==> src/rtl/inst_fetch_prefetch_if.sv <==
// Instruction-memory fetch port: req/gnt request channel plus in-order rvalid response channel.
interface inst_fetch_prefetch_if;
    logic        mem_req_o;
    logic [31:0] mem_addr_o;
    logic        mem_gnt_i;
    logic        mem_rvalid_i;
    logic [31:0] mem_rdata_i;

    modport master (
        output mem_req_o, mem_addr_o,
        input  mem_gnt_i, mem_rvalid_i, mem_rdata_i
    );

    modport slave (
        input  mem_req_o, mem_addr_o,
        output mem_gnt_i, mem_rvalid_i, mem_rdata_i
    );
endinterface

==> src/rtl/inst_fetch_prefetch.sv <==
// Instruction prefetch queue between a variable-latency imem port and IF/ID; redirects flush and drop stale responses.
// Optional PREFETCH_BYPASS_EN: an rvalid into an empty queue drives the head outputs in the same cycle.
module inst_fetch_prefetch #(
    parameter int unsigned DEPTH     = 4,
    parameter logic [31:0] RESET_PC  = 32'h0000_0000,
    parameter logic [31:0] NOP_INSTR = 32'h0000_0013
) (
    input  logic        clk,
    input  logic        rst_n,
    input  logic        redirect_i,
    input  logic [31:0] redirect_pc_i,
    input  logic        stall_i,
    output logic        valid_o,
    output logic [31:0] instr_o,
    output logic [31:0] pc_o,
    output logic [31:0] pc_plus4_o,
    inst_fetch_prefetch_if.master mem
);
    localparam int unsigned CW = $clog2(DEPTH + 1);
    localparam int unsigned PW = $clog2(DEPTH);
    typedef logic [CW-1:0] cnt_t;
    typedef logic [PW-1:0] ptr_t;
    typedef enum logic {RUN, FLUSH} state_e;

    state_e      state_q, state_d;
    logic [31:0] fetch_pc_q, fetch_pc_d;
    logic [31:0] resp_pc_q, resp_pc_d;
    cnt_t        count_q, count_d;
    cnt_t        outst_q, outst_d;
    cnt_t        discard_q, discard_d;
    ptr_t        head_q, head_d;
    ptr_t        tail_q, tail_d;
    logic [31:0] instr_mem [DEPTH];
    logic [31:0] pc_mem    [DEPTH];

    cnt_t inflight;
    logic run, req, accept, rsp, live_rsp, q_valid, push, pop;

    assign mem.mem_req_o  = req;
    assign mem.mem_addr_o = fetch_pc_q;

    always_comb begin
        state_d    = state_q;
        fetch_pc_d = fetch_pc_q;
        resp_pc_d  = resp_pc_q;
        count_d    = count_q;
        outst_d    = outst_q;
        discard_d  = discard_q;
        head_d     = head_q;
        tail_d     = tail_q;

        // Only one of outst/discard is non-zero at a time: RUN tracks live fetches, FLUSH stale ones.
        inflight = outst_q + discard_q;
        run      = (state_q == RUN);
        req      = rst_n && run && !redirect_i &&
                   (({1'b0, count_q} + {1'b0, outst_q}) < (CW + 1)'(DEPTH));
        accept   = req && mem.mem_gnt_i;
        rsp      = mem.mem_rvalid_i && (inflight != '0);
        live_rsp = run && !redirect_i && rsp;
        q_valid  = (count_q != '0);

        valid_o = q_valid;
        instr_o = q_valid ? instr_mem[head_q] : NOP_INSTR;
        pc_o    = q_valid ? pc_mem[head_q] : '0;
        push    = live_rsp;
`ifdef PREFETCH_BYPASS_EN
        if (!q_valid && live_rsp) begin
            valid_o = 1'b1;
            instr_o = mem.mem_rdata_i;
            pc_o    = resp_pc_q;
            push    = stall_i;
        end
`endif
        pc_plus4_o = valid_o ? (pc_o + 32'd4) : '0;
        pop        = q_valid && !stall_i && !redirect_i;

        if (redirect_i) begin
            fetch_pc_d = redirect_pc_i & ~32'd3;
            resp_pc_d  = redirect_pc_i & ~32'd3;
            count_d    = '0;
            outst_d    = '0;
            head_d     = '0;
            tail_d     = '0;
            discard_d  = inflight - cnt_t'(rsp);
            state_d    = (discard_d != '0) ? FLUSH : RUN;
        end else begin
            if (accept) fetch_pc_d = fetch_pc_q + 32'd4;
            outst_d = outst_q + cnt_t'(accept) - cnt_t'(live_rsp);
            if (live_rsp) resp_pc_d = resp_pc_q + 32'd4;
            if (!run && rsp) begin
                discard_d = discard_q - cnt_t'(1);
                if (discard_d == '0) state_d = RUN;
            end
            if (push) tail_d = tail_q + ptr_t'(1);
            if (pop)  head_d = head_q + ptr_t'(1);
            count_d = count_q + cnt_t'(push) - cnt_t'(pop);
        end
    end

    always_ff @(posedge clk or negedge rst_n) begin
        if (!rst_n) begin
            state_q    <= RUN;
            fetch_pc_q <= RESET_PC & ~32'd3;
            resp_pc_q  <= RESET_PC & ~32'd3;
            count_q    <= '0;
            outst_q    <= '0;
            discard_q  <= '0;
            head_q     <= '0;
            tail_q     <= '0;
        end else begin
            state_q    <= state_d;
            fetch_pc_q <= fetch_pc_d;
            resp_pc_q  <= resp_pc_d;
            count_q    <= count_d;
            outst_q    <= outst_d;
            discard_q  <= discard_d;
            head_q     <= head_d;
            tail_q     <= tail_d;
        end
    end

    always_ff @(posedge clk) begin
        if (push) begin
            instr_mem[tail_q] <= mem.mem_rdata_i;
            pc_mem[tail_q]    <= resp_pc_q;
        end
    end

    // A response with nothing in flight is a memory-side protocol violation.
    assert property (@(posedge clk) disable iff (!rst_n) !(mem.mem_rvalid_i && (inflight == '0)));
endmodule

==> src/flat_wrapper.sv <==
// flat-port wrapper written by rule: the top's interface ports become plain ports
module inst_fetch_prefetch_flat 
#(
    parameter int unsigned DEPTH     = 4,
    parameter logic [31:0] RESET_PC  = 32'h0000_0000,
    parameter logic [31:0] NOP_INSTR = 32'h0000_0013
)
  (clk, rst_n, redirect_i, redirect_pc_i, stall_i, valid_o, instr_o, pc_o, pc_plus4_o, mem_mem_req_o, mem_mem_addr_o, mem_mem_gnt_i, mem_mem_rvalid_i, mem_mem_rdata_i);
  inst_fetch_prefetch_if mem_i ();
  input  logic clk;
  input  logic rst_n;
  input  logic redirect_i;
  input  logic [31:0] redirect_pc_i;
  input  logic stall_i;
  output logic valid_o;
  output logic [31:0] instr_o;
  output logic [31:0] pc_o;
  output logic [31:0] pc_plus4_o;
  output wire logic [$bits(mem_i.mem_req_o)-1:0] mem_mem_req_o;
  output wire logic [$bits(mem_i.mem_addr_o)-1:0] mem_mem_addr_o;
  input wire logic [$bits(mem_i.mem_gnt_i)-1:0] mem_mem_gnt_i;
  input wire logic [$bits(mem_i.mem_rvalid_i)-1:0] mem_mem_rvalid_i;
  input wire logic [$bits(mem_i.mem_rdata_i)-1:0] mem_mem_rdata_i;
  assign mem_mem_req_o = mem_i.mem_req_o;
  assign mem_mem_addr_o = mem_i.mem_addr_o;
  assign mem_i.mem_gnt_i = mem_mem_gnt_i;
  assign mem_i.mem_rvalid_i = mem_mem_rvalid_i;
  assign mem_i.mem_rdata_i = mem_mem_rdata_i;
  inst_fetch_prefetch #(.DEPTH(DEPTH), .RESET_PC(RESET_PC), .NOP_INSTR(NOP_INSTR)) u_core (.clk(clk), .rst_n(rst_n), .redirect_i(redirect_i), .redirect_pc_i(redirect_pc_i), .stall_i(stall_i), .valid_o(valid_o), .instr_o(instr_o), .pc_o(pc_o), .pc_plus4_o(pc_plus4_o), .mem(mem_i));
endmodule
==> config.mk <==
export PLATFORM = sky130hd
export DESIGN_NAME = inst_fetch_prefetch_flat
export DESIGN_NICKNAME = d
export VERILOG_FILES = /design/src/rtl/inst_fetch_prefetch_if.sv /design/src/rtl/inst_fetch_prefetch.sv /design/src/flat_wrapper.sv
export SDC_FILE = /design/constraint.sdc
export NUM_CORES = 1
export LEC_CHECK = 0
export BUFFER_PORTS_ARGS = -buffer_cell sky130_fd_sc_hd__buf_4
export CAP_MARGIN = 20
export CORE_AREA = 2 2 161 163
export CTS_CLUSTER_SIZE = 16
export DETAILED_ROUTE_END_ITERATION = 10
export DIE_AREA = 0 0 163 165
export PLACE_DENSITY = 0.8
export REMOVE_ABC_BUFFERS = 1
export SETUP_SLACK_MARGIN = 0.1
export SLEW_MARGIN = 20
export SYNTH_ARGS = -nofsm -noshare
export SYNTH_HDL_FRONTEND = slang
export SYNTH_SLANG_ARGS = --single-unit
==> constraint.sdc <==
create_clock -name clk -period 9.7 [get_ports clk]
set_input_delay 1.455 -clock clk [delete_from_list [all_inputs] [get_ports clk]]
set_output_delay 1.455 -clock clk [all_outputs]
set_load 0.005 [all_outputs]
# Yosys cells after proc, flatten, opt, wreduce, memory -nomap -nowiden
# Memories as Yosys holds them, arrays and structs flattened.
# Index checks and enable logic that the tools add are counted.
dict set report classes {
  n_mux 21
  reduce_logical 22
  bitwise_logic 1
  n_lt_le_gt_ge 1
  addsub 13
}
# op n
set op_table {}
lappend op_table {{$mux 32} 7}
lappend op_table {{$add 32x3->32 const B} 3}
lappend op_table {{$mux 3} 4}
lappend op_table {{$logic_and 1x1->1} 10}
lappend op_table {{$reduce_bool 2->1} 5}
lappend op_table {{$reduce_bool 3->1} 3}
lappend op_table {{$sub 3x1->3} 3}
lappend op_table {{$mux 2} 4}
lappend op_table {{$add 3x1->3} 2}
lappend op_table {{$mux 1} 6}
lappend op_table {{$add 2x1->2 const B} 2}
lappend op_table {{$add 3x3->4} 1}
lappend op_table {{$lt 4x3->1 const B} 1}
lappend op_table {{$add 3x3->3} 1}
lappend op_table {{$logic_not 3->1} 1}
lappend op_table {{$sub 3x1->3 const B} 1}
lappend op_table {{$logic_not 1->1} 2}
lappend op_table {{$reduce_and 2->1} 1}
lappend op_table {{$not 1->1} 1}
dict set report word_totals {
  inputBits 70
  mem_count 2
  register_bits 78
  word_cells 68
  mem_bits_rw 256
}
# memory words width read_ports rd_ports_with_merged_regs wr line_no
set memory_table {}
lappend memory_table {u_core.instr_mem 4 32 1 0 1 inst_fetch_prefetch.sv:33} ;# logic [31:0] instr_mem [DEPTH];
lappend memory_table {u_core.pc_mem 4 32 1 0 1 inst_fetch_prefetch.sv:34} ;# logic [31:0] pc_mem [DEPTH];

# Logic depth before layout (Yosys ltp)
dict set report logic_depth {
  word_depth 8
  depth_mapped 12
  depth_no_buf 11
}

# Worst setup path after synthesis
# Ideal clock, no wire load.
dict set report synth_path {
  path_kind {flip-flop to output port}
  start {register u_core.count_q[1]}
  end {output pc_plus4_o[18]}
  stages_incl_launch_ff 13
  arrival_time_ns 2.855
  setup_slack_ns 5.390
  cell_sequence {dfrtp_1 -> nor3_1 -> inv_1 -> clkbuf_1 -> clkbuf_1 -> clkbuf_1 -> and2_1 -> ha_1 -> nand3_1 -> nor4b_2 -> nand4_1 -> xor2_1 -> nor2_1}
}
dict set report synth_between {
  elab_chain_len 4
}
# element line_no
set synth_lines {}
lappend synth_lines {{start, declared} inst_fetch_prefetch.sv:28} ;# cnt_t count_q, count_d;
lappend synth_lines {{start signal, assigned} inst_fetch_prefetch.sv:114} ;# count_q <= count_d;
lappend synth_lines {{$reduce_bool 3->1} inst_fetch_prefetch.sv:60} ;# q_valid = (count_q != '0);
lappend synth_lines {{net valid_o} flat_wrapper.sv:15} ;# output logic valid_o;
lappend synth_lines {{$mux 32} inst_fetch_prefetch.sv:64} ;# pc_o = q_valid ? pc_mem[head_q] : '0;
lappend synth_lines {{net pc_o[2]} flat_wrapper.sv:17} ;# output logic [31:0] pc_o;
lappend synth_lines {{$add 32x3->32} inst_fetch_prefetch.sv:74} ;# pc_plus4_o = valid_o ? (pc_o + 32'd4) : '0;
lappend synth_lines {{$mux 32} inst_fetch_prefetch.sv:74}
lappend synth_lines {{end, declared} flat_wrapper.sv:18} ;# output logic [31:0] pc_plus4_o;
# The timed path passes the listed nets, and every way through them passes these cells.

# Worst setup path after layout
dict set report layout_path {
  start {register u_core.head_q[0]}
  end {output pc_plus4_o[31]}
}
dict set report layout_between {
  elab_chain_len 4
}
# element line_no
set layout_lines {}
lappend layout_lines {{start, declared} inst_fetch_prefetch.sv:31} ;# ptr_t head_q, head_d;
lappend layout_lines {{start signal, assigned} inst_fetch_prefetch.sv:108} ;# head_q <= '0;
lappend layout_lines {{start signal, assigned} inst_fetch_prefetch.sv:117} ;# head_q <= head_d;
lappend layout_lines {{$mem_v2 4x32} --}
lappend layout_lines {{$mux 32} inst_fetch_prefetch.sv:64}
lappend layout_lines {{$add 32x3->32} inst_fetch_prefetch.sv:74}
lappend layout_lines {{$mux 32} inst_fetch_prefetch.sv:74}
# No other way between the ends.

==> summary.txt <==
Outcome
  • Status: complete, no violations

Synth
  • Post-synth top flop: edfxtp_1
  • Post-synthesis mux area share: 10.6%
  • Register area share after synthesis: between 60 and 70%
  • Synth top area share: between 50% and 60%
  • Yosys cell types: 60
  • FF+latch count, synth: 322
  • Syn Area/Cell: between 10 and 15 um^2
  • Largest family of logic cells by synthesized area: simple AND/OR/NAND/NOR gates
  • Post-Synth Simple-Gate Area: 12.7%
  • Top-count cell post-synth: edfxtp_1
  • Area leader, netlist: edfxtp_1
  • Synth cell count leaders: edfxtp_1, nand2_1, dfrtp_1
  • Top post-synthesis cells by area: edfxtp_1, dfrtp_1, mux4_2
  • Synth Area in Adders: between 1.5 and 2%
  • Synth warn: 0
  • Post-synth ARST share: between 20% and 30%
  • Post-Syn Instances: 1014
  • Compound-cell area share of the yosys netlist: roughly 4.8%
  • Mapped Area: approximately 15000 um^2
  • Post-synth EDFFs: roughly 250
  • Synth Area in XOR/XNOR: under 10%

Worst setup path
  • Reg2reg end: u_core.instr_mem[3][28]
  • Arrival @ worst endpoint: approximately 4200 ps
  • Worst-path fanout max: 54
  • Startpoint Class: flop
  • Most used cell, CP: buf_4
  • R2R setup slack: roughly 6400 ps
  • Crit-path cells: buf_4 > mux4_2 > and3_4 > and4_1 > nand4_1 > or3_1 > a21oi_1 > buf_4
  • WP data required: between 8000 and 9000 ps
  • FF-to-FF Start: u_core.discard_q[0]
  • Slowest CP cell: buf_4
  • Critical path's largest stage delay: slightly above 800 ps
  • Crit path kind: reg -> out
  • R2R cell count: 7
  • Crit. End Element: output pin

Floorplan
  • Die W: about 160 um
  • Height of the die: around 170 um
  • Initial Util: approximately 60%
  • Die ar.: ~27000 um^2
  • Boundary Pins: 200
  • Rows: 58
  • CORE AREA: 25000 um^2

Cells and area
  • Final cell count without fillers: 1561
  • # diodes: 0
  • Syn-to-layout area delta: 18.6%
  • Nets: between 1000 and 1500
  • Share of layout cells above drive strength 1: between 20% and 30%
  • Fill cells: roughly 1700

STA
  • TNS Setup: 0 ps
  • Clk_skew: 18.3 ps
  • Pins over their slew limit: 0
  • Setup-violating endpoint count in the final report: 0
  • Worst slew margin: between 30 and 40%
  • Fin crit period: 5630 ps
  • Final Hold Fails: 0
  • RSZ-0062 raised after global routing: false
  • Max frequency: about 0.18 GHz
  • Slew @ Worst Pin: 1020 ps
  • Tcrit/Tclk final: between 50% and 60%

Routing
  • Drt first pass iters: 5
  • Total number of vias: 9297
  • WL per Instance: 20.9 um
  • Via density: 5.96
  • DR DRC count: 0
  • DRT Wirelength: about 33000 um
  • Starting DRT DRC Count: 651
  • Antenna-violating nets left: 0

Power
  • Leakage: between 0.006 and 0.007 uW
  • Power per cell area: between 200 and 250 nW/um^2
  • Peak VDD IR: approximately 0.16 mV

Placement
  • Routability cong.: 0.849
  • Dpl cells: 1505
  • PortBufs: between 150 and 200
  • HPWL after detailed placement: just over 20000 um

Clock tree
  • CTS H-tree depth: 1
  • Sink Count: between 300 and 400
  • Clk Latency, worst-skew pair: 540 ps
  • Post-CTS Setup Inserts: 0
  • Clock buffer depth: 3
  • Clk slew on worst S/H paths: approximately 60 ps
  • Inserted Clock Buffers: 30
  • Cts hold-fix bufs: 0
  • CTS tree: built
  • Root Buffer: clkbuf_16
  • Post_cts resized: 0

GRT
  • Largest net degree at the start of global routing: 73
  • Initial antenna violation count: 0
  • GRT Util Overall: between 20% and 30%
  • Number of global-route vias before repair: about 9000
  • Total gr overflow: 0
  • Wire length of the first global-routing pass: around 50000 um

Min path
  • Hold path startpoint: u_core.mem.mem_addr_o[31]
  • Min-Delay Path Depth: 1
  • Hold Path End: u_core.mem.mem_addr_o[31]
  • Worst hold-check path type: reg -> reg

Job
  • Max_cap viols: 0
==> placed cells by master (no fill, tap or decap), drive strengths merged, types with 6 or more instances in the layout <==
master,count
edfxtp,248
inv,26
o21ai,50
xor2,39
buf,204
conb,6
and3,10
nor4,7
o311ai,18
or3,7
and4,7
o211ai,14
mux2,6
nand4,25
dfrtp,74
mux4,63
nand2,97
xnor2,24
nor3,8
ha,16
and2,68
nand3,36
a21oi,10
nor2,67
clkbuf,49
==> per-layer routing <==
metal  up-vias  GRT usage, %  part of all wire (%)
met1      4650          33.9                    41
met4         0          4.10                   1.3
met2       377          41.6                    50
met3        46          3.87                   8.0
met5         -             0                     0
li1       4224             -                     -
==> how the worst max path moves through the flow <==
| stage | slack (ps) | cells past startpoint | end | from |
|---|---|---|---|---|
| floorplan | 3580 | 8 | pc_plus4_o[22] | u_core.head_q[0] |
| global placement | 4660 | 8 | pc_plus4_o[31] | u_core.head_q[0] |
| detailed placement | 4590 | 8 | pc_plus4_o[31] | u_core.head_q[0] |
| CTS | 3970 | 8 | pc_plus4_o[31] | u_core.head_q[0] |
| global route | 3690 | 8 | pc_plus4_o[31] | u_core.head_q[0] |
| finish | 4070 | 8 | pc_plus4_o[31] | u_core.head_q[0] |
==> area by class of cell <==
| cell class | count | area (um^2) | share of cell area [%] |
|---|---|---|---|
| clock buffer | 49 | 903 | 5.21 |
| clock inverter | 7 | 83.8 | 0.483 |
| inverter | 26 | 97.6 | 0.563 |
| multi-input combinational | 623 | 5010 | 28.9 |
| sequential | 322 | 9300 | 53.6 |
| tap | 330 | 413 | 2.38 |
| timing repair buffer | 204 | 1530 | 8.83 |
==> logic make-up (layout without fill, tap and decap cells) <==
logic type | count (synthesis) | in the layout
xor gates and xnor gates | 65 | 65
adders and majority gates | 19 | 19
other | 1 | 6
DFF | 322 | 322
muxes | 71 | 71
and+or+nand+nor | 356 | 356
buffers and inverters | 74 | 286
AOI/OAI and AO/OA | 106 | 106
==> where the power goes <==
part | switching (uW) | internal [uW]
combinational | 622 | 624
sequential | 115 | 1610
clock | 476 | 686
total | 1210 | 2920
==> critical path, delay by kind of cell, from the launching register on <==
family,cells,cell delay (ps)
AND/OR/NAND/NOR,4,1370
buffers and inverters,2,990
multiplexers,1,470
flip-flops,1,600
AO/OA/AOI/OAI,1,200
==> state kept, by name, summed over array words and instances (netlist names) <==
register,cells
u_core.instr_mem,128
u_core.pc_mem,120
u_core.mem.mem_addr_o,30
u_core.resp_pc_q,30
u_core.count_q,3
u_core.discard_q,3
u_core.outst_q,3
u_core.head_q,2
u_core.tail_q,2
u_core.state_q,1
==> stage by stage <==
| stage | hold WS [ps] | cell area, um^2 | total power (uW) | setup WS [ps] | util, % |
|---|---|---|---|---|---|
| 2_1_floorplan | 495 | 14400 | 2440 | 3580 | - |
| 3_3_place_gp | 543 | 16300 | 2960 | 4660 | 65.3 |
| 3_5_place_dp | 557 | 16300 | 3000 | 4590 | 65.3 |
| 4_1_cts | 563 | 17300 | 4160 | 3970 | 69.2 |
| 5_1_grt | 602 | 17300 | 4330 | 3690 | 69.3 |
| 6_report | 561 | 17300 | 4140 | 4070 | 69.3 |
Power figures use the tool's default switching activity.
